**config.mk**
```make
export PLATFORM = sky130hd
export DESIGN_NAME = uart_rx_frame_store
export DESIGN_NICKNAME = d
export VERILOG_FILES = /design/src/rtl/uart_pkg.sv /design/src/rtl/uart_rx_framer.sv /design/src/rtl/uart_rx_frame_store.sv
export SDC_FILE = /design/constraint.sdc
export NUM_CORES = 1
export LEC_CHECK = 0
export CAP_MARGIN = 0
export CORE_MARGIN = 4
export CORE_UTILIZATION = 44
export CTS_CLUSTER_SIZE = 16
export DETAILED_ROUTE_END_ITERATION = 10
export PLACE_DENSITY = 0.78
export SETUP_SLACK_MARGIN = 0.1
export SYNTH_ARGS = -nofsm -noshare
export SYNTH_HDL_FRONTEND = slang
export SYNTH_SLANG_ARGS = --single-unit
```
**constraint.sdc**
```tcl
create_clock -name i_clk -period 2.2 [get_ports i_clk]
set_input_delay 0.22 -clock i_clk [delete_from_list [all_inputs] [get_ports i_clk]]
set_output_delay 0.22 -clock i_clk [all_outputs]
set_load 0.05 [all_outputs]
```
**src/rtl/uart_pkg.sv**
```systemverilog
// Shared UART definitions: receive FSM states, minimum bit period and
// frame-word field offsets used by the receive, transmit and display paths.
package uart_pkg;

    typedef enum logic [1:0] {
        IDLE  = 2'd0,
        START = 2'd1,
        DATA  = 2'd2,
        STOP  = 2'd3
    } rx_state_t;

    localparam int unsigned MIN_CLKDIV = 4;

    // Frame word layout: {ferr, stop, data[DATA_BIT-1:0], start}
    localparam int unsigned START_POS = 0;
    localparam int unsigned DATA_LSB  = 1;

    function automatic int unsigned stop_pos(input int unsigned data_bit);
        return DATA_LSB + data_bit;
    endfunction

    function automatic int unsigned ferr_pos(input int unsigned data_bit);
        return DATA_LSB + data_bit + 1;
    endfunction

    function automatic int unsigned frame_width(input int unsigned data_bit);
        return data_bit + 3;
    endfunction

endpackage

```
**src/rtl/uart_rx_framer.sv**
```systemverilog
// UART receive framer: input synchronizer, start-edge detect, mid-bit sampling
// of data and stop bits. Emits a one-cycle frame_valid pulse with the data
// byte and the sampled stop bit.
//   i_clk, i_rst     : clock, synchronous active-high reset
//   i_clkdiv         : bit period in clocks (latched at start edge, min 4)
//   i_rx             : asynchronous serial line, idle high
//   o_frame_valid    : one-cycle pulse, frame complete
//   o_data, o_stop   : data byte and stop bit of that frame
//   o_busy           : FSM not idle
module uart_rx_framer
    import uart_pkg::*;
#(
    parameter int unsigned DATA_BIT    = 8,
    parameter int unsigned SYNC_STAGES = 2
) (
    input  logic                i_clk,
    input  logic                i_rst,
    input  logic [15:0]         i_clkdiv,
    input  logic                i_rx,
    output logic                o_frame_valid,
    output logic [DATA_BIT-1:0] o_data,
    output logic                o_stop,
    output logic                o_busy
);

    localparam int unsigned IDX_W = (DATA_BIT > 1) ? $clog2(DATA_BIT) : 1;

    logic [SYNC_STAGES-1:0] r_sync;
    logic                   r_rx_prev;
    rx_state_t              r_state;
    logic [15:0]            r_per;
    logic [15:0]            r_cnt;
    logic [IDX_W-1:0]       r_idx;
    logic [DATA_BIT-1:0]    r_shift;
    logic                   r_valid;
    logic [DATA_BIT-1:0]    r_data;
    logic                   r_stop;
    logic                   r_busy;

    logic                   w_rx_s;
    logic [15:0]            w_half;
    logic [15:0]            w_per_lat;
    rx_state_t              w_state_nxt;
    logic [15:0]            w_per_nxt;
    logic [15:0]            w_cnt_nxt;
    logic [IDX_W-1:0]       w_idx_nxt;
    logic [DATA_BIT-1:0]    w_shift_nxt;
    logic                   w_valid_nxt;
    logic [DATA_BIT-1:0]    w_data_nxt;
    logic                   w_stop_nxt;

    assign w_rx_s    = r_sync[SYNC_STAGES-1];
    assign w_half    = r_per >> 1;
    assign w_per_lat = (i_clkdiv < 16'(MIN_CLKDIV)) ? 16'(MIN_CLKDIV) : i_clkdiv;

    // State register, synchronizer and datapath registers
    always_ff @(posedge i_clk) begin
        if (i_rst) begin
            r_sync    <= '1;
            r_rx_prev <= 1'b1;
            r_state   <= IDLE;
            r_per     <= '0;
            r_cnt     <= '0;
            r_idx     <= '0;
            r_shift   <= '0;
            r_valid   <= 1'b0;
            r_data    <= '0;
            r_stop    <= 1'b0;
            r_busy    <= 1'b0;
        end else begin
            r_sync[0] <= i_rx;
            for (int i = 1; i < int'(SYNC_STAGES); i++) begin
                r_sync[i] <= r_sync[i-1];
            end
            r_rx_prev <= w_rx_s;
            r_state   <= w_state_nxt;
            r_per     <= w_per_nxt;
            r_cnt     <= w_cnt_nxt;
            r_idx     <= w_idx_nxt;
            r_shift   <= w_shift_nxt;
            r_valid   <= w_valid_nxt;
            r_data    <= w_data_nxt;
            r_stop    <= w_stop_nxt;
            r_busy    <= (w_state_nxt != IDLE);
        end
    end

    // Next state: r_cnt counts cycles since the last sample point (or detect)
    always_comb begin
        w_state_nxt = r_state;
        w_per_nxt   = r_per;
        w_cnt_nxt   = r_cnt + 16'd1;
        w_idx_nxt   = r_idx;
        w_shift_nxt = r_shift;
        w_valid_nxt = 1'b0;
        w_data_nxt  = r_data;
        w_stop_nxt  = r_stop;
        case (r_state)
            IDLE: begin
                w_cnt_nxt = 16'd1;
                if (!w_rx_s && r_rx_prev) begin
                    w_per_nxt   = w_per_lat;
                    w_state_nxt = START;
                end
            end
            START: begin
                if (r_cnt == w_half) begin
                    w_cnt_nxt   = 16'd1;
                    w_idx_nxt   = '0;
                    w_state_nxt = w_rx_s ? IDLE : DATA;
                end
            end
            DATA: begin
                if (r_cnt == r_per) begin
                    w_cnt_nxt          = 16'd1;
                    w_shift_nxt[r_idx] = w_rx_s;
                    if (r_idx == IDX_W'(DATA_BIT - 1)) begin
                        w_state_nxt = STOP;
                    end else begin
                        w_idx_nxt = r_idx + IDX_W'(1);
                    end
                end
            end
            STOP: begin
                // Stay in STOP through the commit cycle so a new start is
                // only accepted the cycle after the frame is stored.
                if (r_valid) begin
                    w_state_nxt = IDLE;
                end else if (r_cnt == r_per) begin
                    w_valid_nxt = 1'b1;
                    w_data_nxt  = r_shift;
                    w_stop_nxt  = w_rx_s;
                end
            end
            default: w_state_nxt = IDLE;
        endcase
    end

    assign o_frame_valid = r_valid;
    assign o_data        = r_data;
    assign o_stop        = r_stop;
    assign o_busy        = r_busy;

endmodule

```
**src/rtl/uart_rx_frame_store.sv**
```systemverilog
// UART receive stage with circular frame memory.
//   i_clk, i_rst   : clock, synchronous active-high reset
//   i_clkdiv       : bit period in clocks (min 4, latched per frame)
//   i_rx           : asynchronous serial input, idle high
//   o_rx_data      : data byte of the last completed frame
//   o_rx_done      : one-cycle pulse per completed frame
//   o_frame_err    : last frame had a low stop bit (sticky to next frame)
//   o_busy         : receiver not idle
//   o_wr_ptr       : next memory index to write
//   o_frame_count  : valid entries, saturating at ITEM_COUNT
//   o_frame_mem    : frame words {ferr, stop, data, start}
module uart_rx_frame_store
    import uart_pkg::*;
#(
    parameter int unsigned DATA_BIT    = 8,
    parameter int unsigned ITEM_COUNT  = 4,
    parameter int unsigned SYNC_STAGES = 2
) (
    input  logic                                      i_clk,
    input  logic                                      i_rst,
    input  logic [15:0]                               i_clkdiv,
    input  logic                                      i_rx,
    output logic [DATA_BIT-1:0]                       o_rx_data,
    output logic                                      o_rx_done,
    output logic                                      o_frame_err,
    output logic                                      o_busy,
    output logic [$clog2(ITEM_COUNT)-1:0]             o_wr_ptr,
    output logic [$clog2(ITEM_COUNT):0]               o_frame_count,
    output logic [ITEM_COUNT-1:0][DATA_BIT+2:0]       o_frame_mem
);

    localparam int unsigned PTR_W    = $clog2(ITEM_COUNT);
    localparam int unsigned CNT_W    = PTR_W + 1;
    localparam int unsigned FW       = frame_width(DATA_BIT);
    localparam int unsigned STOP_BIT = stop_pos(DATA_BIT);
    localparam int unsigned FERR_BIT = ferr_pos(DATA_BIT);

    logic                           w_fr_valid;
    logic [DATA_BIT-1:0]            w_fr_data;
    logic                           w_fr_stop;
    logic                           w_busy;
    logic [FW-1:0]                  w_word;

    logic [ITEM_COUNT-1:0][FW-1:0]  r_mem;
    logic [PTR_W-1:0]               r_wr_ptr;
    logic [CNT_W-1:0]               r_count;
    logic [DATA_BIT-1:0]            r_rx_data;
    logic                           r_rx_done;
    logic                           r_frame_err;

    uart_rx_framer #(
        .DATA_BIT    (DATA_BIT),
        .SYNC_STAGES (SYNC_STAGES)
    ) u_framer (
        .i_clk         (i_clk),
        .i_rst         (i_rst),
        .i_clkdiv      (i_clkdiv),
        .i_rx          (i_rx),
        .o_frame_valid (w_fr_valid),
        .o_data        (w_fr_data),
        .o_stop        (w_fr_stop),
        .o_busy        (w_busy)
    );

    // Frame word assembly
    always_comb begin
        w_word            = '0;
        w_word[START_POS] = 1'b0;
        w_word[DATA_LSB +: DATA_BIT] = w_fr_data;
        w_word[STOP_BIT]  = w_fr_stop;
        w_word[FERR_BIT]  = ~w_fr_stop;
    end

    // Commit: when full, the entry at wr_ptr is the oldest and is overwritten
    always_ff @(posedge i_clk) begin
        if (i_rst) begin
            r_mem       <= '0;
            r_wr_ptr    <= '0;
            r_count     <= '0;
            r_rx_data   <= '0;
            r_rx_done   <= 1'b0;
            r_frame_err <= 1'b0;
        end else begin
            r_rx_done <= 1'b0;
            if (w_fr_valid) begin
                r_mem[r_wr_ptr] <= w_word;
                r_wr_ptr        <= r_wr_ptr + PTR_W'(1);
                if (r_count != CNT_W'(ITEM_COUNT)) begin
                    r_count <= r_count + CNT_W'(1);
                end
                r_rx_data   <= w_fr_data;
                r_frame_err <= ~w_fr_stop;
                r_rx_done   <= 1'b1;
            end
        end
    end

    assign o_rx_data     = r_rx_data;
    assign o_rx_done     = r_rx_done;
    assign o_frame_err   = r_frame_err;
    assign o_busy        = w_busy;
    assign o_wr_ptr      = r_wr_ptr;
    assign o_frame_count = r_count;
    assign o_frame_mem   = r_mem;

endmodule

```
=== Word level (Yosys, flattened, before mapping) ===
Index checks and enable logic that the tools add are counted.

* Bits in registers: 118
* Input port bits: 19
* Output and inout port bits: 60
* Logic and storage cells: 78

* $add $sub $neg: 4
* Order comparisons: 5
* Equality and inequality tests: 10
* Muxes and demuxes: 23
* Bitwise operators: 3
* Reduce and logical (&&, ||, !) cells: 13

{| class="wikitable"
|+ Operators with widths
! kind !! number
|-
| two-way mux 16 bit || 3
|-
| case mux 16 bit (3 select lines) || 1
|-
| bitwise mux 44 bit || 1
|-
| demux 11 bit (select 2 bit) || 1
|-
| adder 16 x 1 -> 16 bit (second input constant) || 1
|-
| == test 16 x 15 -> 1 bit || 1
|-
| == test 16 bit || 1
|-
| less-than comparator 16 x 3 -> 1 bit (second input constant) || 1
|-
| two-way mux 2 bit || 6
|-
| two-way mux 11 bit || 1
|-
| two-way mux 3 bit || 3
|-
| bitwise mux 8 bit || 1
|-
| case mux 2 bit (4 select lines) || 1
|-
| adder 3 x 1 -> 3 bit (second input constant) || 2
|-
| case mux 3 bit (2 select lines) || 1
|-
| AND reduction 2 bit || 3
|-
| == test 2 bit (second input constant) || 2
|-
| less-than comparator 3 x 4 -> 1 bit (second input constant) || 1
|-
| inequality test 2 x 1 -> 1 bit (second input constant) || 2
|-
| AND reduction 4 bit || 1
|-
| nonzero test 2 bit || 2
|-
| demux 1 bit (select 3 bit) || 1
|-
| == test 3 bit (second input constant) || 1
|-
| greater-or-equal comparator 3 x 1 -> 1 bit (second input constant) || 1
|-
| 13 further kinds || 19
|}

=== Longest topological paths before layout ===
Gate-level depths: netlist of the first run.

* Depth in word-level cells: 5
* Depth in mapped cells: 8
* Mapped depth without buffers: 6

=== Modules after synthesis ===
A second synthesis of the first run with hierarchy kept.

* Cell total of the unflattened synthesis: 580
* Area, all modules: 5373.9 µm²

{| class="wikitable"
|+ By module, submodules not included
! module !! instances !! cells an instance !! area each (µm²) !! seq. area each (µm²)
|-
| uart_rx_framer || 1 || 331 || 2909.0 || 1181.1
|-
| uart_rx_frame_store || 1 || 249 || 2464.9 || 1101.1
|}

=== Worst setup path after synthesis of the first run ===
No wires, ideal clock.

* Path type: reg2reg
* Start: reg u_framer.r_cnt[10]
* End: reg u_framer.r_cnt[10]
* Setup time: 117 ps
* Data arrival time: 1777 ps
* Required time: 2083 ps
* Path slack: 305 ps
* Cell stages (with the launch flop): 8
* Buffers on the path: 2
* Period minus slack after synthesis: 1895 ps
* Cells stage by stage: dfxtp_1 clkbuf_1 xnor2_1 nand4_1 or4_4 o211ai_1 buf_2 nor2_1

* Cells in the longest elaborated chain, start to end: 3
* Elaborated cells between the ends (all ways): 6
* Those cells by class: add/sub (1); eq/ne (2); mux (3)

{| class="wikitable"
|+ RTL lines
! item !! line !! RTL
|-
| from (decl) || uart_rx_framer.sv:32 || <nowiki>logic [15:0] r_cnt;</nowiki>
|-
| from (signal assigned) || uart_rx_framer.sv:78 || <nowiki>r_cnt <= w_cnt_nxt;</nowiki>
|-
| adder 16 x 1 -> 16 bit (tied with other cells) || uart_rx_framer.sv:92 || <nowiki>w_cnt_nxt = r_cnt + 16'd1;</nowiki>
|-
| two-way mux 16 bit, on equally long branches || uart_rx_framer.sv:114, uart_rx_framer.sv:107 ||
|-
| case mux 16 bit (3 select lines) (*) || uart_rx_framer.sv:98 || <nowiki>case (r_state)</nowiki>
|}

Mark *: on every way between the ends. The rest lies on a longest branch, timed or not.
A chain may end at the register's enable or synchronous reset.

=== Final worst setup path of the first run ===
* Start: reg u_framer.r_cnt[12]
* End: reg u_framer.r_shift[6]

* Cells in the longest elaborated chain, start to end: 2

{| class="wikitable"
|+ RTL lines
! item !! line !! RTL
|-
| == test 16 bit || uart_rx_framer.sv:114 || <nowiki>if (r_cnt == r_per) begin</nowiki>
|-
| AND reduction 2 bit (no line) || - ||
|-
| to (signal assigned) || uart_rx_framer.sv:80 || <nowiki>r_shift <= w_shift_nxt;</nowiki>
|-
| to (decl) || uart_rx_framer.sv:34 || <nowiki>logic [DATA_BIT-1:0] r_shift;</nowiki>
|}

Every way passes these cells.

==> results.md, run 1 <==
Outcome:
- The run finished with clean final reports.

Yosys:
- The synthesized design contains 0 enable-type register cells.
- After synthesis, the largest family of logic cells by area is simple AND/OR/NAND/NOR gates.
- The fraction of the mapped netlist area in compound gates is 9.72%.
- The async set or reset register ratio after synthesis is 0%.
- The area of the mapped netlist is approximately 0.005 mm^2.
- The average instance in the mapped netlist occupies roughly 8.4 um^2.
- The number of instances in the synthesized netlist is approximately 580.
- During synthesis, Yosys emitted a total of 0 warnings.
- After synthesis, the share of cell area in mux cells is under 10%.
- The post-synthesis share of cell area spent on full adders, half adders and majority gates is 2.31%.
- The synthesized netlist devotes 8.44% of its cell area to XOR and XNOR gates.
- Synthesis inferred 114 register bits.
- After synthesis, flip-flops and latches occupy 46.8% of the total area.
- Among all flip-flop cells after synthesis, the most frequent one is dfxtp_1.
- The netlist uses 44 different library cells.
- The synthesized netlist devotes a little under a quarter of its cell area to simple gates.

Floorplan:
- The die covers 0.0128 mm^2.
- The region available for standard cell placement spans 0.0108 mm^2.
- Measured along the x axis, the die boundary spans about 110 um.
- Measured along the y axis, the die boundary spans 113 um.
- The number of placed I/O pins is 79.
- The starting density of the core is around 45%.
- The number of rows in the core area is 38.

Power:
- The areal power density over the cells is 806 mW/mm^2.
- The leakage power is 0.00227 uW.
- Across the VDD grid, the largest voltage drop is roughly 0.00054 V.

Setup path:
- The startpoint-to-endpoint class of the critical path is reg -> reg.
- STA classifies the critical path endpoint as a flop.
- STA puts the critical path data arrival time at 2.41 ns.
- Traced cell by cell, the critical path runs through xor2_1 > nor4_1 > nand4_1 > or4_1 > mux2i_1.
- The critical path contains buffers and inverters numbering 0 combined.
- The slowest stage of the critical path belongs to the cell or4_1.
- The critical path data required time is 2.58 ns.
- The slack of the worst reg-to-reg path is 0.18 ns.
- The launching element type of the critical path is a flop.
- The cell family contributing the most delay on the critical path is simple AND/OR/NAND/NOR gates.
- Of all nets on the critical path, the largest fanout is 4.
- The largest stage delay on the critical path is 0.58 ns.

Clock network:
- The total of hold buffers inserted after clock tree synthesis is 0.
- The buffer count from post-CTS setup fixing is 0.
- The maximum root-to-sink buffer count is 2.
- The clock reaches the later pin of the worst-skew pair after 0.52 ns.
- Counting every sink on the clock net gives 114.
- The clock transition at the registers of the reported paths is 0.06 ns.
- The total clock buffers created by CTS is 17.
- The total of cells resized after clock tree synthesis is 0.
- The tree is rooted in a clkbuf_8.
- The clock tree from TritonCTS is done.
- The H-tree was split into 4 levels.

STA:
- The final clock period utilization by the worst path is 92.0%.
- The number of hold-slack violations in the final timing report was 0.
- The max-slew violation count is 0.
- The highest achievable clock rate is around 490 MHz.
- The worst pin sits at a relative slew slack of 60.0%.
- Setup repair after global routing could not meet its margin everywhere.
- Between clock sinks in the finished design, the worst skew comes to 0.00926 ns.
- The worst-margin pin slew is 0.599 ns.
- Counting I/O delays and the setup requirement, the final critical path takes 2.02 ns.
- Setup violations remaining at the end of the flow were counted as 0.
- The minimum setup slack in the final design is 0.176 ns.
- The setup TNS is 0 ns.

Layout:
- The number of antenna diodes in the final layout is 0.
- The growth of design area from synthesis to finish is 28.6%.
- The final-stage net count is between 600 and 700.
- The area of all placed cells without fillers is between 0.006 and 0.007 mm^2.
- The filler-free cell count of the finished design is between 700 and 800.
- Cells fill between 50% and 60% of the core in the end.
- The share of post-route cells with drive strength above 1 is roughly 8%.
- The top cell types in the final layout, fill and taps aside, are dfxtp_1, nand2_1, clkdlybuf4s50_1, a21oi_1, nor2_1.
- The most common cell after layout, fill and taps aside is dfxtp_1.

Global route:
- The first global-routing pass estimated 19900 um of wire.
- Entering global routing, the biggest net connects 76 pins.
- Global routing finished with a remaining overflow of 0.
- The number of antenna violations at the first check in global routing is 0.
- The number of global-route vias before repair is ~4100.
- The all-layer global routing usage is 19.5%.

Route:
- The post-route antenna net violation count is 0.
- Summed over all layers, the routed wires come to 12300 um.
- The average wire length per cell after detail routing is 15.5 um.
- The number of DRC markers in iteration 0 is about 370.
- The per-cell via count in the routed design is 5.21.
- Before antenna repair, the detailed router went through 4 iterations.
- The routed layout has 4133 vias.
- After detailed routing, the number of remaining DRC violations is 0.

Place:
- The cell area after placement is approximately 0.0057 mm^2.
- The congestion estimate from routability-driven global placement came to 0.877.
- The number of port buffers is 74.
- The post-placement setup slack is around 0.25 ns.
- The HPWL reported at the end of detailed placement is 8460 um.
- The cell count after placement is 762.

Flow run:
- The number of maximum-capacitance constraint violations is 0.

Min path:
- The class of the tightest hold or removal check is in -> reg.
logic make-up (layout without fill, tap and decap cells):
kind of cell	Yosys count	in the layout
simple gates	245	245
flops	114	114
compound gates	88	88
buf+inv	55	127
xor+xnor	47	47
mux	20	20
fa+ha+maj	9	9
other cells	1	4
cell type report:
| type | count | area, um^2 |
|---|---|---|
| inverter | 10 | 37.5 |
| sequential | 114 | 2280 |
| tap | 140 | 175 |
| multi-input combinational | 413 | 2360 |
| clock buffer | 19 | 432 |
| fill | 929 | 4560 |
| timing repair buffer | 85 | 831 |
| clock inverter | 13 | 161 |
routing by layer:
metal / vias up / part of all wire [%] / track usage (%)
li1: 2036 / - / -
met1: 1978 / 43 / 23.9
met2: 101 / 50 / 32.4
met3: 18 / 5.0 / 4.71
met4: 0 / 1.7 / 8.65
met5: - / 0 / 0
per-stage QoR:
stage | hold slack [ns] | power [uW]
floorplan | 0.324 | 2300
global placement | 0.392 | 2370
detailed placement | 0.407 | 2380
CTS | 0.174 | 5090
global route | 0.213 | 5210
finish | 0.183 | 5060
flip-flops by register name, indices dropped and copies added, names as in the netlist:
register,cells
o_frame_mem,40
o_wr_ptr,2
u_framer.r_idx,3
u_framer.o_frame_valid,1
o_frame_count,3
u_framer.r_rx_prev,1
u_framer.r_cnt,16
u_framer.o_data,8
u_framer.r_state,2
u_framer.o_busy,1
o_rx_data,8
u_framer.o_stop,1
u_framer.r_shift,8
u_framer.r_per,16
o_frame_err,1
o_rx_done,1
u_framer.r_sync,2
path summary, 6_finish.rpt:
kind,endpoint,startpoint,cells past startpoint
hold reg to reg,u_framer.r_sync[1]$_SDFF_PP1_,u_framer.r_sync[0]$_SDFF_PP1_,1
setup reg to reg,u_framer.r_shift[6]$_SDFFE_PP0P_,u_framer.r_cnt[12]$_SDFF_PP0_,5
setup / recovery,u_framer.r_shift[6]$_SDFFE_PP0P_,u_framer.r_cnt[12]$_SDFF_PP0_,5
hold / removal,u_framer.r_per[1]$_SDFFE_PP0P_,i_rst,2
report_power, final:
part | internal [uW] | switching (uW) | total [uW]
Clock | 1750 | 969 | 2720
Combinational | 93.6 | 144 | 238
Sequential | 2080 | 19.4 | 2100
cells in the mapped netlist, types with 3 or more instances:
cell      instances  share of area, %
dfxtp_1         114                47
nand2_1         113               8.7
a21oi_1          66               6.8
nor2_1           51               3.9
clkbuf_1         30               2.3
xnor2_1          24               4.3
xor2_1           23               4.1
mux2i_1          20               4.1
nand3_1          15               1.5
nand4_1          12               1.5
nand2b_1         11               1.4
inv_1            10              0.77
o21ai_0          10               1.0
ha_1              9               2.3
buf_2             7              0.72
nor3_1            7              0.72
and2_1            6              0.77
nor2b_1           5              0.64
buf_4             4              0.62
or2_2             4              0.51
and4_1            3              0.54
buf_6             3              0.69
nor4_1            3              0.38
nor4_2            3              0.77
Note: power is estimated with default switching activity, not from simulation.
==> inputs of run 2 (changes only) <==
--- a/config.mk
+++ b/config.mk
@@ -5,12 +5,13 @@
 export SDC_FILE = /design/constraint.sdc
 export NUM_CORES = 1
 export LEC_CHECK = 0
+export ABC_AREA = 1
 export CAP_MARGIN = 0
 export CORE_MARGIN = 4
-export CORE_UTILIZATION = 44
+export CORE_UTILIZATION = 41
 export CTS_CLUSTER_SIZE = 16
 export DETAILED_ROUTE_END_ITERATION = 10
-export PLACE_DENSITY = 0.78
+export PLACE_DENSITY = 0.73
 export SETUP_SLACK_MARGIN = 0.1
 export SYNTH_ARGS = -nofsm -noshare
 export SYNTH_HDL_FRONTEND = slang
==> results.md, run 2 <==
Global route:
- The largest net degree at the start of global routing is 41 (-46%).
- The number of global-route vias before repair is 4364 (+5.5%).
- The met2 layer usage reported by global route came to 29.9% (-2.5 points).
- The met1 usage in global routing was 25.4% (+1.6 points).
- The met3 usage was 5.14% (+0.43 points).
- The most congested layer reported by global routing is met2.
- The number of antenna violations at the first check in global routing was 0 (unchanged).
- The all-layer global routing usage is 19.3% (-0.14 points).
- The wire length of the first global-routing pass is 21800 um (+9.5%).
- The remaining global-route overflow is 0 (unchanged).

Setup path:
- The startpoint-to-endpoint class of the critical path is reg -> reg.
- The number of buffer and inverter stages on the critical path is 1 (+1).
- The critical path data required time is 2.56 ns (-0.02 ns).
- The worst setup path is launched from a flop.
- The critical path depth is 11 (+6).
- The family with the most delay on the worst path is simple AND/OR/NAND/NOR gates.
- The cell type of the slowest stage on the worst timing path is dfxtp_1.
- In this run the worst setup path begins at u_framer.r_cnt[1]$_SDFF_PP0_.
- Traced cell by cell, the critical path runs through ha_1 > nand2_1 > nor2_1 > nand2_1 > nor2_1 > nand2_1 > nor2_1 > inv_1 > o21ai_1 > nand2_1 > nor2_1.
- The startpoint identified for the worst register-to-register timing path is u_framer.r_cnt[1]$_SDFF_PP0_.
- The data arrival time of the worst path is 2.25 ns (-0.16 ns).
- The largest stage delay on the critical path came to 0.41 ns (-0.17 ns).
- The slack of the worst reg-to-reg path is 0.30 ns (+0.13 ns).
- In this run the critical register-to-register path is captured at u_framer.r_cnt[12]$_SDFF_PP0_.
- STA classifies the critical path endpoint as a flop.
- The depth of the worst register-to-register path is 11 (+6).
- The last element of the critical path is u_framer.r_cnt[12]$_SDFF_PP0_.
- The highest fanout seen on the critical path is 5 (+1).

STA:
- The max-slew violation count is 0 (unchanged).
- The tightest slew margin relative to the limit is 62.6% (+2.6 points).
- The worst clock skew on the final layout is 0.00389 ns (-0.00537 ns).
- The count of endpoints failing setup in the final report is 0 (unchanged).
- The setup TNS is 0 ns (unchanged).
- The highest achievable clock rate is 527 MHz (+6.7%).
- Setup repair after global routing left no endpoint under its margin.
- The final critical path time including I/O delays and setup is 1.90 ns (-0.127 ns).
- The minimum setup slack in the final design is 0.303 ns (+0.127 ns).
- The worst-margin pin slew is 0.559 ns (-0.0398 ns).
- The final clock period utilization by the worst path is 86.2% (-5.8 points).
- The number of hold-slack violations in the final timing report was 0 (unchanged).

Clock network:
- The total clock buffers created by CTS was 17 (unchanged).
- The maximum root-to-sink buffer count was 2 (unchanged).
- The number of levels the H-tree was split into is 4 (unchanged).
- The sink count of the clock tree was 114 (unchanged).
- The clock tree root buffer cell is clkbuf_16.
- The total of hold buffers inserted after clock tree synthesis is 0 (unchanged).
- The total of cells resized after clock tree synthesis is 0 (unchanged).
- TritonCTS built the clock tree.
- The clock insertion delay at the later pin of the skew report is 0.42 ns (-0.10 ns).
- The clock transition at the registers of the reported paths is 0.05 ns (about the same).
- The buffer count from post-CTS setup fixing is 0 (unchanged).

Outcome:
- The run finished with clean final reports.

Route:
- The number of DRC markers in iteration 0 is 392 (+7.1%).
- The post-route antenna net violation count is 0 (unchanged).
- The number of search-and-repair iterations in the first detailed-routing pass is 5 (+1).
- The average wire length per cell after detail routing is 13.8 um (-11%).
- The per-cell via count in the routed design came to 4.89 (-6.1%).
- The via total after detailed routing is 4711 (+14%).
- The count of unresolved DRC violations after routing is 0 (unchanged).
- The aggregate routed wire length came to 13300 um (+8.4%).

Yosys:
- The total of warnings raised by yosys was 0 (unchanged).
- The number of distinct standard cells referenced by the synthesized netlist is 32 (-27%).
- The flip-flop and latch count after synthesis is 114 (unchanged).
- The fraction of synthesized cell area taken by the top area cell type is 44.5% (-2.3 points).
- The number of flops mapped to enable cells by yosys came to 0 (unchanged).
- In the synthesized netlist the dominant register cell turns out to be dfxtp_1.
- The area of the mapped netlist is 0.00513 mm^2 (+5.2%).
- The number of instances in the synthesized netlist came to 706 (+22%).
- Ranked by total cell area, the synthesized netlist is headed by dfxtp_1, nand2_1, a21oi_1.
- The top cell type by total area after synthesis is dfxtp_1.
- After synthesis, the most frequently instantiated cells are nand2_1, dfxtp_1, nor2_1, inv_1, a21oi_1.
- The average size of a mapped cell is 7.27 um^2 (-14%).
- The share of synthesized area occupied by flip-flops and latches came to 44.5% (-2.3 points).
- The async set or reset register ratio after synthesis was 0% (unchanged).
- nand2_1 is the most common cell in the netlist.

Place:
- The cell area after placement was 0.00601 mm^2 (+5.7%).
- The HPWL reported at the end of detailed placement is 9550 um (+13%).
- The number of port buffers was 74 (unchanged).
- The placer congestion estimate came to 0.934 (+6.5%).
- The post-placement setup slack came to 0.364 ns (+0.115 ns).

Layout:
- The share of post-route cells with drive strength above 1 is 9.17% (+1.2 points).
- The number of flip-flops under the largest register name is 40 (unchanged).
- The library cells used most frequently in the layout, excluding fill and tap cells, are nand2_1, dfxtp_1, nor2_1, inv_1, clkdlybuf4s50_1.
- The end-of-flow core utilization is 54.9% (-3.0 points).
- The most common cell after layout, fill and taps aside is nand2_1.
- The antenna cell count is 0 (unchanged).
- The final-stage net count is 811 (+21%).
- The growth of design area from synthesis to finish is 29.5%.
- The final-layout fill cell count is 1141 (+23%).
- The area of all placed cells without fillers is 0.00665 mm^2 (+5.9%).

Floorplan:
- The number of rows in the core area is 40 (+5.3%).
- The overall die width is 120 um (+5.8%).
- The overall die area came to 0.0144 mm^2 (+12%).
- The core area came to 0.0121 mm^2 (+12%).
- The number of placed I/O pins is 79 (unchanged).
- The starting density of the core is 42.4% (-2.6 points).
- The overall die height is 120 um (+5.8%).

Power:
- The worst vdd rail ir drop was 0.000493 V (-8.0%).
- The areal power density over the cells is 814 mW/mm^2 (+1.0%).
- The leakage power is 0.00272 uW (+20%).
- The overall power came to 5410 uW (+7.0%).

Flow run:
- The number of maximum-capacitance constraint violations was 0 (unchanged).

Min path:
- The tightest min-delay check is of the in -> reg type.
-- run 2: layer usage --
| metal | part of all wire [%] | up-vias |
|---|---|---|
| met5 | 0 | - |
| met4 | 1.7 | 0 |
| met3 | 5.6 | 19 |
| met2 | 47 | 117 |
| met1 | 46 | 2131 |
| li1 | - | 2444 |
-- run 2: worst min path at each step --
stage | from | endpoint | slack (ns) | cells past startpoint
floorplan | i_rx | u_framer.r_sync[0]$_SDFF_PP1_ | 0.32 | 1
detailed placement | u_framer.r_sync[0]$_SDFF_PP1_ | u_framer.r_sync[1]$_SDFF_PP1_ | 0.39 | 1
CTS | i_rst | o_rx_data[5]$_SDFFE_PP0P_ | 0.11 | 2
global placement | u_framer.r_sync[0]$_SDFF_PP1_ | u_framer.r_sync[1]$_SDFF_PP1_ | 0.39 | 1
global route | i_rst | o_rx_data[0]$_SDFFE_PP0P_ | 0.12 | 2
finish | i_rst | o_rx_data[1]$_SDFFE_PP0P_ | 0.14 | 2
-- run 2: final cells by class --
class	count	area (um^2)	share of cell area [%]
inverter	85	319	4.80
clock inverter	14	200	3.01
timing repair buffer	84	811	12.2
sequential	114	2280	34.4
clock buffer	18	439	6.61
tap	168	210	3.16
multi-input combinational	481	2380	35.9
-- run 2: logic make-up (layout without fill, tap and decap cells) --
kind of cell               Yosys count  count (layout)  synth area share, %
xor gates and xnor gates            14              14                 2.39
DFF                                114             114                 44.5
AOI/OAI and AO/OA                  142             142                 14.7
buffers and inverters              114             201                 9.29
and+or+nand+nor                    312             312                 26.9
adders and majority gates            9               9                 2.19
other                                1               4               0.0731
-- run 2: metrics by stage --
stage / instances / hold slack (ns)
2_1_floorplan: 709 / 0.324
3_5_place_dp: 932 / 0.394
6_report: 964 / 0.138
4_1_cts: 964 / 0.113
3_3_place_gp: 932 / 0.392
5_1_grt: 964 / 0.121
-- run 2: where the power goes --
| group | switching [uW] | total, uW | internal (uW) | leakage, uW |
|---|---|---|---|---|
| sequential | 21.4 | 2110 | 2090 | 0.000921 |
| combinational | 217 | 331 | 114 | 0.00149 |
| clock | 1030 | 2970 | 1940 | 0.000304 |
| total | 1270 | 5410 | 4140 | 0.00272 |
